===== src/rtl/switch_port_deb_pkg.sv =====
// Shared definitions for the switch input port: register map, edge modes, edge filter.
package switch_port_deb_pkg;

    localparam int unsigned BUS_W = 16;

    // Register offsets on the IO bus.
    typedef enum logic [1:0] {
        RegState = 2'd0,
        RegEdge  = 2'd1,
        RegIrqEn = 2'd2,
        RegRaw   = 2'd3
    } sw_reg_e;

    // Edge-mode codes.
    localparam int unsigned SW_EDGE_RISE = 0;
    localparam int unsigned SW_EDGE_FALL = 1;
    localparam int unsigned SW_EDGE_BOTH = 2;

    // True when a debounced transition to new_val should raise a flag under mode.
    function automatic logic edge_match(input int unsigned mode, input logic new_val);
        case (mode)
            SW_EDGE_RISE: return new_val;
            SW_EDGE_FALL: return ~new_val;
            default:      return 1'b1;
        endcase
    endfunction

endpackage


===== src/rtl/switch_port_deb_if.sv =====
// IO bus slice seen by the switch port: chip select, strobes, address and data.
interface switch_port_deb_if;
    import switch_port_deb_pkg::*;

    logic             switchaddrcs;
    logic             switchread;
    logic             switchwrite;
    logic [1:0]       switchaddr;
    logic [BUS_W-1:0] switchwdata;
    logic [BUS_W-1:0] switchrdata;

    modport master (
        output switchaddrcs, switchread, switchwrite, switchaddr, switchwdata,
        input  switchrdata
    );

    modport slave (
        input  switchaddrcs, switchread, switchwrite, switchaddr, switchwdata,
        output switchrdata
    );

endinterface


===== src/rtl/switch_port_deb_debounce.sv =====
// One switch channel: 2-FF synchroniser, debounce counter, stable value, edge pulse.
module switch_port_deb_debounce
    import switch_port_deb_pkg::*;
#(
    parameter int unsigned DEB_CYCLES = 20000,
    parameter int unsigned EDGE_MODE  = SW_EDGE_RISE
) (
    input  logic switclk,
    input  logic switrst,
    input  logic sw_i,
    output logic raw_s_o,
    output logic stable_o,
    output logic edge_o
);

    localparam int unsigned      CNT_W    = (DEB_CYCLES > 1) ? $clog2(DEB_CYCLES) : 1;
    localparam logic [CNT_W-1:0] CNT_LAST = CNT_W'(DEB_CYCLES - 1);

    logic             sync1_q, sync1_d;
    logic             sync2_q, sync2_d;
    logic             stable_q, stable_d;
    logic [CNT_W-1:0] cnt_q, cnt_d;
    logic             accept;

    // Count consecutive cycles the synced input disagrees with the stable value.
    always_comb begin
        sync1_d  = sw_i;
        sync2_d  = sync1_q;
        stable_d = stable_q;
        cnt_d    = '0;
        accept   = 1'b0;
        if (sync2_q != stable_q) begin
            if (cnt_q == CNT_LAST) begin
                stable_d = sync2_q;
                accept   = 1'b1;
            end else begin
                cnt_d = cnt_q + 1'b1;
            end
        end
    end

    // Channel state; reset also discards any partial count.
    always_ff @(posedge switclk or negedge switrst) begin
        if (!switrst) begin
            sync1_q  <= 1'b0;
            sync2_q  <= 1'b0;
            stable_q <= 1'b0;
            cnt_q    <= '0;
        end else begin
            sync1_q  <= sync1_d;
            sync2_q  <= sync2_d;
            stable_q <= stable_d;
            cnt_q    <= cnt_d;
        end
    end

    assign raw_s_o  = sync2_q;
    assign stable_o = stable_q;
    // Pulse coincides with the edge that updates stable, so the flag lands with STATE.
    assign edge_o   = accept & edge_match(EDGE_MODE, sync2_q);

endmodule


===== src/rtl/switch_port_deb.sv =====
// Memory-mapped debounced switch port: STATE/EDGE/IRQ_EN/RAW registers plus level irq.
module switch_port_deb
    import switch_port_deb_pkg::*;
#(
    parameter int unsigned WIDTH      = 16,
    parameter int unsigned DEB_CYCLES = 20000,
    parameter int unsigned EDGE_MODE  = SW_EDGE_RISE
) (
    input  logic             switclk,
    input  logic             switrst,
    switch_port_deb_if.slave bus,
    input  logic [WIDTH-1:0] switch_i,
    output logic             switch_irq
);

    logic [WIDTH-1:0] raw_s, stable, edge_set, wdata;
    logic [WIDTH-1:0] edge_flags_q, edge_flags_d;
    logic [WIDTH-1:0] irq_en_q, irq_en_d;
    logic             irq_q, irq_d;
    logic [BUS_W-1:0] rdata_q, rdata_d;
    logic             wr_en;

    for (genvar i = 0; i < WIDTH; i++) begin : g_chan
        switch_port_deb_debounce #(
            .DEB_CYCLES (DEB_CYCLES),
            .EDGE_MODE  (EDGE_MODE)
        ) u_deb (
            .switclk  (switclk),
            .switrst  (switrst),
            .sw_i     (switch_i[i]),
            .raw_s_o  (raw_s[i]),
            .stable_o (stable[i]),
            .edge_o   (edge_set[i])
        );
    end

    assign wdata = bus.switchwdata[WIDTH-1:0];

    // Register writes, sticky edge flags and irq next state.
    always_comb begin
        wr_en        = bus.switchaddrcs & bus.switchwrite;
        edge_flags_d = edge_flags_q;
        irq_en_d     = irq_en_q;
        if (wr_en && (sw_reg_e'(bus.switchaddr) == RegEdge)) begin
            edge_flags_d = edge_flags_q & ~wdata;
        end
        if (wr_en && (sw_reg_e'(bus.switchaddr) == RegIrqEn)) begin
            irq_en_d = wdata;
        end
        // A new edge beats a simultaneous clear so no event is lost.
        edge_flags_d = edge_flags_d | edge_set;
        irq_d        = |(edge_flags_q & irq_en_q);
    end

    // Flag, enable and interrupt registers.
    always_ff @(posedge switclk or negedge switrst) begin
        if (!switrst) begin
            edge_flags_q <= '0;
            irq_en_q     <= '0;
            irq_q        <= 1'b0;
        end else begin
            edge_flags_q <= edge_flags_d;
            irq_en_q     <= irq_en_d;
            irq_q        <= irq_d;
        end
    end

    // Read mux; idle bus cycles return zero.
    always_comb begin
        rdata_d = '0;
        if (bus.switchaddrcs && bus.switchread) begin
            case (sw_reg_e'(bus.switchaddr))
                RegState: rdata_d = BUS_W'(stable);
                RegEdge:  rdata_d = BUS_W'(edge_flags_q);
                RegIrqEn: rdata_d = BUS_W'(irq_en_q);
                RegRaw:   rdata_d = BUS_W'(raw_s);
            endcase
        end
    end

    // Read data on the falling edge, ahead of any write at the next rising edge.
    always_ff @(negedge switclk or negedge switrst) begin
        if (!switrst) begin
            rdata_q <= '0;
        end else begin
            rdata_q <= rdata_d;
        end
    end

    assign bus.switchrdata = rdata_q;
    assign switch_irq      = irq_q;

endmodule


===== src/flat_wrapper.sv =====
// flat-port wrapper written by rule: the top's interface ports become plain ports
module switch_port_deb_flat import switch_port_deb_pkg::*;
#(
    parameter int unsigned WIDTH      = 16,
    parameter int unsigned DEB_CYCLES = 20000,
    parameter int unsigned EDGE_MODE  = SW_EDGE_RISE
)
  (switclk, switrst, switch_i, switch_irq, bus_switchaddrcs, bus_switchread, bus_switchwrite, bus_switchaddr, bus_switchwdata, bus_switchrdata);
  switch_port_deb_if bus_i ();
  input  logic switclk;
  input  logic switrst;
  input  logic [WIDTH-1:0] switch_i;
  output logic switch_irq;
  input wire logic [$bits(bus_i.switchaddrcs)-1:0] bus_switchaddrcs;
  input wire logic [$bits(bus_i.switchread)-1:0] bus_switchread;
  input wire logic [$bits(bus_i.switchwrite)-1:0] bus_switchwrite;
  input wire logic [$bits(bus_i.switchaddr)-1:0] bus_switchaddr;
  input wire logic [$bits(bus_i.switchwdata)-1:0] bus_switchwdata;
  output wire logic [$bits(bus_i.switchrdata)-1:0] bus_switchrdata;
  assign bus_i.switchaddrcs = bus_switchaddrcs;
  assign bus_i.switchread = bus_switchread;
  assign bus_i.switchwrite = bus_switchwrite;
  assign bus_i.switchaddr = bus_switchaddr;
  assign bus_i.switchwdata = bus_switchwdata;
  assign bus_switchrdata = bus_i.switchrdata;
  switch_port_deb #(.WIDTH(WIDTH), .DEB_CYCLES(DEB_CYCLES), .EDGE_MODE(EDGE_MODE)) u_core (.switclk(switclk), .switrst(switrst), .bus(bus_i), .switch_i(switch_i), .switch_irq(switch_irq));
endmodule

===== config.mk =====
export PLATFORM = sky130hd
export DESIGN_NAME = switch_port_deb_flat
export DESIGN_NICKNAME = d
export VERILOG_FILES = /design/src/rtl/switch_port_deb_pkg.sv /design/src/rtl/switch_port_deb_if.sv /design/src/rtl/switch_port_deb_debounce.sv /design/src/rtl/switch_port_deb.sv /design/src/flat_wrapper.sv
export SDC_FILE = /design/constraint.sdc
export NUM_CORES = 1
export LEC_CHECK = 0
export CAP_MARGIN = 30
export CORE_MARGIN = 4
export CORE_UTILIZATION = 45
export DETAILED_ROUTE_END_ITERATION = 12
export PLACE_DENSITY = 0.69
export SYNTH_ARGS = -nofsm -noshare
export SYNTH_HDL_FRONTEND = slang
export SYNTH_SLANG_ARGS = --single-unit

===== constraint.sdc =====
create_clock -name switclk -period 3.85 [get_ports switclk]
set_clock_uncertainty 0.1 [all_clocks]
set_input_delay 0.5775 -clock switclk [delete_from_list [all_inputs] [get_ports switclk]]
set_output_delay 0.5775 -clock switclk [all_outputs]
set_load 0.01 [all_outputs]

==> impl_metrics.ini <==
[routing]
routed_wl_mm = 31.1
drt-initial-drc-count = 663
drc_errors = 0
routedWlPerCell_um = 15.8
antenna_left = 0
viasPerCell = 5.40
via_count = 10600
drt_pass1_iterations = 4

[synth]
yosysWarnings = 0
async_flop_share = 1.00
synth_cells = 1422
synth.avg_cell_area_um2 = 10.8
ys_ff_latch = 337
synth_area_mm2 = 0.0154
synth-main-ff-cell = dfrtp_1
yosysUniqueCellTypes = 38
synth_nets = 1477
seq_area_frac_synth = 0.549
synth_edf_count = 0

[setup_path]
r2r-start = u_core.edge_flags_q[0]
r2r_cells = 2
r2r-end = u_core.bus.switchrdata[0]
crit_family = flip-flops
crit_type = reg -> out
critPathMaxStageDelay_ns = 0.42
cp-end-kind = output pin
crit_slowest_cell = dfrtn_1
cp.arrival_ns = 3.12
crit_path_max_fanout = 1
critPathBufInv = 1
critPathCapture = bus_switchrdata[5]
r2r_slack_ns = 0.59
critical_path_depth = 1
start_kind = flop
cp_cell_sequence = clkdlybuf4s15_1
crit_path_start = u_core.bus.switchrdata[5]
crit_required_ns = 3.17

[sta]
setup-violations-final = 0
final_hold_viol_count = 0
tns_ns = 0
tightest_slew_ns = 0.842
timing.hold.ws_ns = 0.254
layout_setup_ws_ns = 0.0531
rsz0062_at_grt = false
relSlewSlack = 0.439
drv_slew = 0

[cts]
cts_sinks = 337
cts_tree = done
htreeDepth = 2
clk_pin_slew_ns = 0.06
cts_inserted_buffers = 38
clk_latency_ns = 0.53
root_buffer = clkbuf_16
cts_setup_buffers = 0
cts_buffer_depth = 3

[worst_hold_path]
whs_path_depth = 0
hp-class = reg -> reg

[die]
initial_core_util = 0.457
die_h_um = 193
rows = 67
num_io_pins = 56
core-area_mm2 = 0.0336
design.die.area_mm2 = 0.0371
die_x_um = 193

[final_layout]
final_cells = 1967
post-route-util = 0.528
antenna_cells_inserted = 0
fin_area_mm2 = 0.0178
area_growth_pct = 15.6
final_cell_mix = dfrtp_1 (321), nor2_1 (210), xor2_1 (135)
final_common_cell = dfrtp_1
multi_input_area_mm2 = 0.00669
regArea_mm2 = 0.00843
nNetsFinal = 1544
drive_gt1_frac = 0.0935
fillCellCount = 2924

[global_routing]
antenna_found_initial = 0
grt_pass1_wl_mm = 52.2
grt_overflow = 0
grt_pass1_vias = 10400
grt_start_max_net_pins = 69
grt_use_total = 0.170

[placement]
placedInstanceArea_mm2 = 0.0165
dpl.hpwl_mm = 21.3
io_buffers = 55
placed_cells = 1896
routabilityCongestion = 0.835
place_ws_ns = -0.356

[power]
pwr_density_cell_mw_per_mm2 = 451
p_total_mw = 8.01
leakage_nw = 7.75
vdd_drop_max_uv = 392

[status]
outcome = completed

[run]
max_cap_viol_count = 0
[what timing repair did]
action	4_1_cts	5_1_grt
hold buffers	1	0
setup endpoints to repair	16	5
gates resized for setup	37	5
endpoints found under the hold margin	42	0
pin swaps	0	0
[worst min path at each step]
stage | slack [ns] | startpoint | end
after floorplan | 0.18 | switrst | u_core.edge_flags_q[0]
final | 0.25 | u_core.g_chan[0].u_deb.sync1_q | u_core.g_chan[0].u_deb.raw_s_o
after global placement | 0.24 | u_core.g_chan[0].u_deb.sync1_q | u_core.g_chan[0].u_deb.raw_s_o
after detailed placement | 0.24 | u_core.g_chan[12].u_deb.sync1_q | u_core.g_chan[12].u_deb.raw_s_o
after global routing | 0.27 | u_core.g_chan[2].u_deb.sync1_q | u_core.g_chan[2].u_deb.raw_s_o
after CTS | 0.26 | u_core.g_chan[0].u_deb.sync1_q | u_core.g_chan[0].u_deb.raw_s_o
[power breakdown]
group | switching (mW) | internal, mW
logic | 0.242 | 0.210
clock network | 1.46 | 2.29
registers | 0.125 | 3.68
total | 1.83 | 6.19
[sequential cells by signal (all words and copies together) (netlist names)]
| signal | cells |
|---|---|
| u_core.g_chan.u_deb.cnt_q | 240 |
| u_core.switch_irq | 1 |
| u_core.g_chan.u_deb.sync1_q | 16 |
| u_core.edge_flags_q | 16 |
| u_core.g_chan.u_deb.raw_s_o | 16 |
| u_core.irq_en_q | 16 |
| u_core.g_chan.u_deb.stable_o | 16 |
| u_core.bus.switchrdata | 16 |
[kinds of logic (layout without fill, tap and decap cells)]
logic type / after synthesis / after routing / share of synthesized area
muxes: 48 / 48 / 0.0469
buffers and inverters: 60 / 157 / 0.0152
and+or+nand+nor: 700 / 700 / 0.238
DFF: 337 / 337 / 0.549
adders and majority gates: 16 / 16 / 0.0130
AOI/OAI and AO/OA: 61 / 61 / 0.0231
xor gates and xnor gates: 200 / 200 / 0.114
[synthesized netlist by cell type, types with 3 or more instances]
master    number  share of area
and4_1        45          0.026
a21oi_1       24         0.0078
or4_1          6         0.0029
dfrtn_1       16          0.026
a22o_1         4         0.0023
buf_2          3        0.00098
xor2_1       135          0.077
nand2_1      108          0.026
dfrtp_1      321           0.52
o31ai_1        6         0.0029
and3_1        38          0.015
xnor2_1       65          0.037
nor2_1       210          0.051
nand3_1       83          0.027
nor4_1        26          0.011
inv_1         12         0.0029
and2_1        15         0.0061
mux2_2        32          0.023
nor4b_1       13         0.0074
nor3_1        15         0.0049
clkbuf_1      42          0.010
nand4b_1       3         0.0017
nand4_1       88          0.036
ha_1          16          0.013
or3_1          8         0.0033
o21ai_0       22         0.0072
nand2b_1      28          0.011
nor4bb_1       4         0.0026
mux4_2        16          0.023
a221oi_1       4         0.0023
nor3b_1        6         0.0029
[metal layers]
layer  wire (um)  global-route usage  up-vias
met3        1430              0.0297       39
met2       14500               0.274      168
li1            -                   -     5149
met5           0                   0        -
met1       14600               0.242     5257
met4         547              0.0378        0
[final cells by class]
type,count,share of cell area
well taps,448,0.0316
clock inverters,19,0.0148
clock buffers,51,0.0597
repair buffers,75,0.0398
flip-flops and latches,337,0.475
inverters,12,0.00254
multi-input cells,1025,0.377
No activity file was read; power rests on OpenSTA's default activity.
